### src/rtl/sram_slot_scheduler.sv
// sram_slot_scheduler: gives the delay effect and then the loop effect one
// bounded SRAM access window per audio frame. A one-cycle turnaround gap
// separates the two windows. The SRAM address, write enable and DQ driver
// follow whichever requester owns the current slot.
module sram_slot_scheduler #(
    parameter int unsigned TIMEOUT = 16
) (
    input  logic        i_AUD_BCLK,
    input  logic        i_rst_n,
    input  logic        i_frame_start,
    input  logic [1:0]  i_req,
    input  logic [1:0]  i_done,
    input  logic [19:0] i_addr0,
    input  logic [19:0] i_addr1,
    input  logic [15:0] i_wdata0,
    input  logic [15:0] i_wdata1,
    input  logic        i_we_n0,
    input  logic        i_we_n1,
    input  logic        i_clr_status,
    output logic [1:0]  o_grant,
    output logic [19:0] o_SRAM_ADDR,
    output logic        o_SRAM_WE_N,
    output logic [15:0] o_dq_out,
    output logic        o_dq_oe,
    output logic        o_busy,
    output logic        o_timeout,
    output logic        o_overrun
);

    localparam logic [1:0] ST_IDLE  = 2'd0;
    localparam logic [1:0] ST_SLOT0 = 2'd1;
    localparam logic [1:0] ST_GAP0  = 2'd2;
    localparam logic [1:0] ST_SLOT1 = 2'd3;

    localparam int unsigned         CNT_W    = (TIMEOUT > 1) ? $clog2(TIMEOUT) : 1;
    localparam logic [CNT_W-1:0]    CNT_LAST = CNT_W'(TIMEOUT - 1);

    logic [1:0]       state_q, state_d;
    logic [CNT_W-1:0] cnt_q, cnt_d;
    logic             timeout_q, timeout_d;
    logic             overrun_q, overrun_d;
    logic             in_slot;
    logic             cnt_at_last;

    assign in_slot     = (state_q == ST_SLOT0) || (state_q == ST_SLOT1);
    assign cnt_at_last = (cnt_q == CNT_LAST);

    // Next-state selection; a done in the same cycle as the timeout wins,
    // so the timeout pulse is only armed when the owner's done is absent.
    always_comb begin
        state_d   = state_q;
        timeout_d = 1'b0;
        case (state_q)
            ST_IDLE: begin
                if (i_frame_start) begin
                    if (i_req[0]) begin
                        state_d = ST_SLOT0;
                    end else if (i_req[1]) begin
                        state_d = ST_SLOT1;
                    end
                end
            end
            ST_SLOT0: begin
                if (i_done[0]) begin
                    state_d = ST_GAP0;
                end else if (cnt_at_last) begin
                    state_d   = ST_GAP0;
                    timeout_d = 1'b1;
                end
            end
            ST_GAP0: begin
                state_d = i_req[1] ? ST_SLOT1 : ST_IDLE;
            end
            ST_SLOT1: begin
                if (i_done[1]) begin
                    state_d = ST_IDLE;
                end else if (cnt_at_last) begin
                    state_d   = ST_IDLE;
                    timeout_d = 1'b1;
                end
            end
            default: state_d = ST_IDLE;
        endcase
    end

    // Slot cycle counter: zero on any state change (covers slot entry),
    // counts while a slot is held. It never passes CNT_LAST because the
    // slot is forced to end there.
    always_comb begin
        cnt_d = '0;
        if (state_d == state_q && in_slot) begin
            cnt_d = cnt_q + 1'b1;
        end
    end

    // Sticky overrun: a frame start outside IDLE sets it, and a set beats
    // a coincident clear.
    always_comb begin
        overrun_d = overrun_q;
        if (i_frame_start && state_q != ST_IDLE) begin
            overrun_d = 1'b1;
        end else if (i_clr_status) begin
            overrun_d = 1'b0;
        end
    end

    // State, counter and status registers with asynchronous active-low reset.
    always_ff @(posedge i_AUD_BCLK or negedge i_rst_n) begin
        if (!i_rst_n) begin
            state_q   <= ST_IDLE;
            cnt_q     <= '0;
            timeout_q <= 1'b0;
            overrun_q <= 1'b0;
        end else begin
            state_q   <= state_d;
            cnt_q     <= cnt_d;
            timeout_q <= timeout_d;
            overrun_q <= overrun_d;
        end
    end

    // SRAM bus mux. It decodes only the registered state, so an asynchronous
    // reset drops the DQ driver and write enable without waiting for an edge.
    always_comb begin
        o_grant     = 2'b00;
        o_SRAM_ADDR = '0;
        o_SRAM_WE_N = 1'b1;
        o_dq_oe     = 1'b0;
        o_dq_out    = '0;
        case (state_q)
            ST_SLOT0: begin
                o_grant     = 2'b01;
                o_SRAM_ADDR = i_addr0;
                o_SRAM_WE_N = i_we_n0;
                o_dq_oe     = ~i_we_n0;
                o_dq_out    = i_we_n0 ? 16'h0000 : i_wdata0;
            end
            ST_SLOT1: begin
                o_grant     = 2'b10;
                o_SRAM_ADDR = i_addr1;
                o_SRAM_WE_N = i_we_n1;
                o_dq_oe     = ~i_we_n1;
                o_dq_out    = i_we_n1 ? 16'h0000 : i_wdata1;
            end
            default: begin
                o_grant     = 2'b00;
                o_SRAM_ADDR = '0;
                o_SRAM_WE_N = 1'b1;
                o_dq_oe     = 1'b0;
                o_dq_out    = '0;
            end
        endcase
    end

    assign o_busy    = (state_q != ST_IDLE);
    assign o_timeout = timeout_q;
    assign o_overrun = overrun_q;

endmodule
### config.mk
export PLATFORM = sky130hd
export DESIGN_NAME = sram_slot_scheduler
export DESIGN_NICKNAME = d
export VERILOG_FILES = /design/src/rtl/sram_slot_scheduler.sv
export SDC_FILE = /design/constraint.sdc
export NUM_CORES = 1
export LEC_CHECK = 0
export BUFFER_PORTS_ARGS = -buffer_cell sky130_fd_sc_hd__buf_2
export CORE_MARGIN = 1
export CORE_UTILIZATION = 28
export CTS_CLUSTER_SIZE = 16
export DETAILED_ROUTE_END_ITERATION = 7
export GPL_ROUTABILITY_DRIVEN = 0
export PLACE_DENSITY = 0.81
export SKIP_CTS_REPAIR_TIMING = 1
export SLEW_MARGIN = 10
export SYNTH_ARGS = -nofsm -noshare
export SYNTH_HDL_FRONTEND = slang
export SYNTH_SLANG_ARGS = --single-unit
### constraint.sdc
create_clock -name i_AUD_BCLK -period 1.1 [get_ports i_AUD_BCLK]
set_input_delay 0.055 -clock i_AUD_BCLK [delete_from_list [all_inputs] [get_ports i_AUD_BCLK]]
set_output_delay 0.055 -clock i_AUD_BCLK [all_outputs]
set_load 0.01 [all_outputs]
Word level (Yosys, flattened, before mapping):

Cells that the tools add are included.

* input port bits: 82
* register bits: 8

* mux-type cells: 23
* reduce and logical (&&, ||, !) cells: 6
* bitwise gates (word level): 2
* $add $sub $neg: 1
* eq/ne operators: 5

Operators by type and width (number)
* case mux 20 bit (2 select lines): 1
* 2-to-1 mux 16 bit: 2
* case mux 16 bit (2 select lines): 1
* 2-to-1 mux 2 bit: 8
* case mux 2 bit (4 select lines): 1
* case mux 1 bit (2 select lines): 3
* 2-to-1 mux 1 bit: 5
* adder 4 x 1 -> 4 bit (second input constant): 1
* equality test 2 bit (second input constant): 2
* equality test 4 bit (second input constant): 1
* 2-to-1 mux 4 bit: 1
* case mux 2 bit (2 select lines): 1
* nonzero test 2 bit: 2
* equality test 2 x 1 -> 1 bit (second input constant): 1
* equality test 2 bit: 1
* logical AND 1 bit: 2
* logical NOT 2 bit: 1
* inverter 1 bit: 2
* logical OR 1 bit: 1

Depth between registers and ports, before layout:

Gate-level depths: netlist of the first run.

* depth after elaboration: 7
* depth in mapped cells: 6
* mapped depth without buffers: 4

Least setup slack after synthesis of the first run:

OpenSTA, ideal clock, no wires.

* path kind: register -> output
* start point: register state_q[0]
* end point: output o_dq_out[10]
* setup slack: -0.178 ns
* arrival time: 1.223 ns
* cell stages (with the launch flop): 7
* data required time: 1.045 ns
* cell sequence: dfrtp_1 > buf_6 > nor2b_4 > nor2b_4 > buf_6 > buf_6 > a22o_1

* longest elaborated chain between the ends: 2

RTL lines
* start, declared: RTL line 38 `logic [1:0] state_q, state_d;`
* start signal, assigned: RTL line 115 `state_q <= state_d;`
* equality test 2 bit or equality test 2 x 1 -> 1 bit (tied branches): RTL line 130 `case (state_q)`
* case mux 16 bit (2 select lines) *: RTL line 130
* end, declared: RTL line 23 `output logic [15:0] o_dq_out,`

Every way passes the cells marked *; elsewhere a longest branch is shown, timed or not.

Worst setup path in the final report of the first run:

* start point: register state_q[0]
* end point: output o_dq_out[3]

Same word-level chain as after synthesis.

==> reports/results.md, run 1 <==
| Result | Reported |
| --- | --- |
| Worst setup slack after layout | -385 ps |
| Core Rows | 20 |
| Iter 0 DRT Violations | 18 |
| Clock latency of the later-clocked register in the worst-skew pair | 250 ps |
| Routed WL per cell | 12.3 um |
| Type of the setup path with the least slack | reg2out |
| Length of the first detailed-routing pass in iterations | 2 |
| Height of the chip | 60.1 um |
| Maximum clock rate | 673 MHz |
| Clock Skews | 3.10 ps |
| Max-cap violations | 0 |
| Residual DRC count | 0 |
| Number of CTS-inserted buffers | 3 |
| Cell type with the largest total area after synthesis | mux2i_1 |
| Final worst path period need | 1490 ps |
| Clk Tree Root Cell | clkbuf_4 |
| Share of Yosys cell area claimed by the top area cell type | 0.222 |
| Post-Synthesis Net Count | 190 |
| CTS Sinks | 8 |
| Flip-flop and latch count after synthesis | 8 |
| Max transition margin | 0.799 |
| Cell depth of the worst flop-to-flop path | 6 |
| Syn Area/Cell | 8.84 um2 |
| Antenna viol nets, final | 0 |
| Synthesis Warnings | 0 |
| Vias | 1319 |
| WHS | 47.1 ps |
| Vias/cell | 4.60 |
| Pwr dens | 1910 nW/um2 |
| First-pass GRT wire length | 4.42 mm |
| Diodes inserted | 0 |
| Data required time of the critical path | 1040 ps |
| Cells taking the most area after synthesis | mux2i_1, dfrtp_1, a22o_1 |
| Clock-pin slew on the worst setup and hold paths | 50 ps |
| Vias in the first global route | 1132 |
| Fin nets | 328 |
| Maximum count of clock buffers along a single path | 2 |
| Post-Syn Instances | 107 |
| Signal arrival time at the worst endpoint | 1430 ps |
| Number of slew-limit violations in the final report | 0 |
| Setup Viol. Count Final | 48 |
| Layout Area Growth over Synthesis | 98.8% |
| Post-synthesis sequential area ratio | 0.212 |
| Type of the worst min-delay path | in2reg |
| Tightest Pin Transition | 296 ps |
| Initial antenna violation count | 0 |
| Type of element capturing the critical path | output pin |
| Global route overflow | 0 |
| Maximum fanout encountered on the critical timing path | 18 |
| Pin count of the biggest net entering global routing | 19 |
| Fraction of final layout cells with drive strength greater than 1 | 0.658 |
| H-tree levels | 1 |
| Status | complete, but fails checks |
| Number of input and output port buffers inserted | 124 |
| I/O pin cnt | 125 |
| Static leakage | 1.06 nW |
| Number of failing hold endpoints at the final stage | 0 |
| Worst hold path depth | 2 |
| Worst vdd ir | 0.00104 V |
| Global Route Usage Sum | 0.166 |
| Detailed Route WL | 3.53 mm |
| Total die area | 3610 um2 |
| Filler cell count | 295 |
| Initial standard-cell utilization of the core | 0.302 |
| Synthesized cell area | 946 um2 |
| Sum of net half-perimeters after detailed placement | 2.78 mm |
| Violations in the final reports | negative setup slack |
| Die extent in x | 60.1 um |
| CORE AREA | 3130 um2 |
| Distinct cell type count after synthesis | 24 |
| Share of the clock period used by the worst path | 1.35 |
| CTS tree | done |
| Pre-CTS worst setup slack | -133 ps |
| Setup_tns | -13240 ps |
| Unrepaired setup endpoints after global routing | true |
| Kind of start point of the critical path | register |
worst paths after layout:
path	start	slack [ps]	to
max in group asynchronous	i_rst_n	740	state_q[1]$_DFF_PN0_
worst min-delay path	i_frame_start	50	o_overrun$_DFFE_PN0P_
worst max-delay path	state_q[0]$_DFF_PN0_	-390	o_dq_out[3]
worst max register to register	state_q[1]$_DFF_PN0_	-210	cnt_q[1]$_DFF_PN0_
worst min register to register	o_overrun$_DFFE_PN0P_	520	o_overrun$_DFFE_PN0P_
min in group asynchronous	i_rst_n	170	cnt_q[1]$_DFF_PN0_
registers in the layout, summed over array words and instances, names as in the netlist:
name and flops:
state_q 2, cnt_q 4, o_overrun 1, o_timeout 1
cells in the mapped netlist:
cell and instances:
o31ai_1 1, a21oi_1 1, and3_1 1, buf_2 2, or2_2 1, nor2b_1 22, mux2i_1 21, nor2_1 7
clkbuf_1 2, xnor2_1 1, nand2_1 2, or2_1 1, nor2b_4 2, o21ai_0 2, buf_4 2, a22o_1 17
nand3_1 3, o311ai_0 1, inv_1 4, ha_1 1, xor2_1 1, buf_6 3, dfrtp_1 8, nor2_4 1
power breakdown:
group	internal, mW	leakage, nW	switching, mW	total [mW]
Clock	0.125	0.0138	0.0945	0.219
Combinational	1.65	0.940	1.29	2.93
Sequential	0.370	0.104	0.0644	0.434
metrics by stage:
step	utilization	power, mW	cell area [um2]	std cells
after floorplan	-	1.94	952	107
after global placement	0.536	2.83	1680	277
after detailed placement	0.536	2.87	1680	277
after CTS	0.544	3.11	1700	280
after global routing	0.601	3.87	1880	287
final	0.601	3.59	1880	287
cell usage in the layout (no fill, tap or decap), types with 2 or more instances in the layout:
cell type,count
a22o_1,16
buf_12,3
buf_2,120
buf_4,7
buf_6,8
buf_8,2
clkbuf_4,3
dfrtp_1,7
inv_1,4
mux2i_1,20
nand3_1,2
nor2_1,5
nor2_2,2
nor2b_1,21
nor2b_4,2
o21ai_2,2
cell families after synthesis:
kind of cell	share of synthesized area
AND/OR/NAND/NOR	0.258
buffers and inverters	0.0860
AO/OA/AOI/OAI	0.190
adder cells (fa/ha/maj)	0.0132
multiplexers	0.222
XOR/XNOR	0.0185
flip-flops	0.212
layer usage:
layer	up-vias	track usage	share of wire
met5	-	0	0
met4	0	0.0631	0.013
met3	6	0.0260	0.086
met2	77	0.350	0.58
met1	586	0.151	0.32
li1	650	-	-
critical path, cell delays in order, from the launching register on:
cell and delay, ps:
dfrtp_1 400, nor2b_4 140, nor2b_4 130, buf_12 140, a22o_1 240, buf_2 140
cell type report:
cell class	instances	area, um2	area share
multi-input cells	86	718	0.382
repair buffers	142	868	0.462
inverters	4	15.0	0.00798
clock buffers	3	22.5	0.0120
flip-flops and latches	8	201	0.107
well taps	44	55.1	0.0293
(Power assumes the default switching activity.)
==> run 2: changes to the inputs <==
==> constraint.sdc (replaced) <==
create_clock -name i_AUD_BCLK -period 1.3 [get_ports i_AUD_BCLK]
set_input_delay 0.065 -clock i_AUD_BCLK [delete_from_list [all_inputs] [get_ports i_AUD_BCLK]]
set_output_delay 0.065 -clock i_AUD_BCLK [all_outputs]
set_load 0.01 [all_outputs]
==> run 2 against run 1 <==
Against the previous run:
- the run still ends with negative setup slack left
- register-to-register slack better by 170 ps
- clock power down 15%
- sequential cell count unchanged
- sequential power is 13% lower
- total power down 28%
- critical endpoint is now o_dq_out[1]
- largest cell class unchanged
- highest routed layer unchanged
==> reports/results.md, run 2 (same netlist as run 1, synthesis figures left out) <==
| Result | Reported |
| --- | --- |
| Total die area | 3610 um2 |
| Combinational fraction of design power | 0.783 |
| Largest register FFs | 4 |
| Worst vdd ir | 0.000887 V |
| Internal Pwr Total | 1.49 mW |
| Height of the chip | 60.1 um |
| Antenna viol nets, final | 0 |
| Flop2flop setup slack | -40 ps |
| Detailed Route WL | 3.26 mm |
| Number of CTS-inserted buffers | 3 |
| First-pass GRT wire length | 4.20 mm |
| Combined flip-flop and latch cell area | 201 um2 |
| Largest register by flop count | cnt_q |
| Initial standard-cell utilization of the core | 0.302 |
| Number of slew-limit violations in the final report | 0 |
| Tightest Pin Transition | 325 ps |
| Routed WL per cell | 11.8 um |
| Core Rows | 20 |
| Commonest non-fill, non-tap cell in the layout | buf_2 |
| Number of input and output port buffers inserted | 124 |
| Sum of net half-perimeters after detailed placement | 2.73 mm |
| Cell count after placement | 271 |
| Pwr dens | 1530 nW/um2 |
| R2R Path End | o_overrun$_DFFE_PN0P_ |
| Share of the clock period used by the worst path | 1.17 |
| Number of failing hold endpoints at the final stage | 0 |
| Worst setup slack after layout | -222 ps |
| Length of the first detailed-routing pass in iterations | 4 |
| Type of the setup path with the least slack | reg2out |
| R2R Path Start | state_q[1]$_DFF_PN0_ |
| Violations in the final reports | negative setup slack |
| Status | complete, but fails checks |
| Clock power frac | 0.072 |
| Global route overflow | 0 |
| Signal arrival time at the worst endpoint | 1460 ps |
| Clock Skews | 2.37 ps |
| Diodes inserted | 0 |
| Pre-CTS worst setup slack | -84.4 ps |
| Pin count of the biggest net entering global routing | 26 |
| H-tree levels | 1 |
| Utilization after layout | 0.542 |
| Sequential Power Share | 0.145 |
| CORE AREA | 3130 um2 |
| Fin nets | 318 |
| Hold-critical path endpoint | o_overrun$_DFFE_PN0P_ |
| Clk Tree Root Cell | clkbuf_4 |
| Layout Area Growth over Synthesis | 79.1% |
| Setup_tns | -5430 ps |
| Vias | 1264 |
| Vias in the first global route | 1054 |
| CTS tree | done |
| Filler cell count | 300 |
| I/O pin cnt | 125 |
| Top library cells by usage in the layout, fill and taps aside | buf_2, nor2b_1, mux2i_1 |
| Global Route Usage Sum | 0.154 |
| Clock-pin slew on the worst setup and hold paths | 50 ps |
| Area taken by multi-input logic gates | 667 um2 |
| Maximum clock rate | 657 MHz |
| Type of element capturing the critical path | output pin |
| Fin cells | 277 |
| Psw | 1.11 mW |
| Worst hold path depth | 2 |
| Cell-by-cell trace of the critical path | nor2b_4 -> nor2b_4 -> buf_12 -> a22o_1 -> buf_2 |
| Initial antenna violation count | 0 |
| Vias/cell | 4.56 |
| Final worst path period need | 1520 ps |
| Slowest stage cell, crit path | dfrtp_2 |
| Static leakage | 0.981 nW |
| Maximum fanout encountered on the critical timing path | 18 |
| WHS | 81.8 ps |
| Type of the worst min-delay path | in2reg |
| Switching share of power | 0.428 |
| Kind of start point of the critical path | register |
| Start point of the worst min-delay path | i_frame_start |
| Setup Viol. Count Final | 40 |
| Clock latency of the later-clocked register in the worst-skew pair | 250 ps |
| Max-cap violations | 0 |
| Cell depth of the worst flop-to-flop path | 4 |
| Fraction of final layout cells with drive strength greater than 1 | 0.601 |
| Maximum count of clock buffers along a single path | 2 |
| Iter 0 DRT Violations | 36 |
| Max transition margin | 0.781 |
| Data required time of the critical path | 1240 ps |
| Registers with the highest flip-flop counts | cnt_q x4, state_q x2 |
| CTS Sinks | 8 |
| Die extent in x | 60.1 um |
| Most frequent cell on the critical path | nor2b_4 |
| Unrepaired setup endpoints after global routing | true |
| Delay of the slowest cell on the worst path | 440 ps |
| Residual DRC count | 0 |
==> run 2: cell count changes in the layout (fill, tap and decap cells not counted), sizes merged <==
cell	delta
buf	-9
clkbuf	-1
==> run 2: cell type report <==
type / instances / area share
clock buffer: 3 / 0.0133
inverter: 4 / 0.00886
multi-input combinational: 86 / 0.394
sequential: 8 / 0.119
tap: 44 / 0.0325
timing repair buffer: 132 / 0.433
==> run 2: layer usage <==
metal / GRT usage / routed length [um]
met5: 0 / 0
met4: 0.0598 / 19
met3: 0.0195 / 278
met2: 0.330 / 1810
met1: 0.140 / 1150
==> run 2: worst max-delay path: cells and delay by family (launching register included) <==
kind	cells	cell delay (ps)
flip-flops	1	440
buffers and inverters	2	280
AO/OA/AOI/OAI	1	170
AND/OR/NAND/NOR	2	310
==> run 2: metrics by stage <==
stage	instance area, um2	total power [mW]
after detailed placement	1610	2.29
final	1690	2.60
after global routing	1690	2.80
after floorplan	946	1.63
after global placement	1610	2.26
after CTS	1630	2.49
==> run 2: worst max-delay path by stage <==
stage,startpoint,end,slack [ps],cells past startpoint
finish,state_q[1]$_DFF_PN0_,o_dq_out[1],-220,5
global route,state_q[1]$_DFF_PN0_,o_dq_out[1],-280,5
CTS,state_q[1]$_DFF_PN0_,o_dq_out[1],-380,4
detailed placement,state_q[1]$_DFF_PN0_,o_dq_out[1],-80,4
global placement,state_q[1]$_DFF_PN0_,o_dq_out[1],-50,4
floorplan,state_q[0]$_DFF_PN0_,o_dq_out[10],10,6
==> run 2: power by group through the flow <==
stage          Clock (mW)  Sequential [mW]  Combinational [mW]
6_report            0.186            0.377                2.03
5_1_grt             0.202            0.389                2.20
4_1_cts             0.195            0.372                1.93
3_5_place_dp            0            0.376                1.91
3_3_place_gp            0            0.371                1.89
2_1_floorplan           0            0.345                1.28
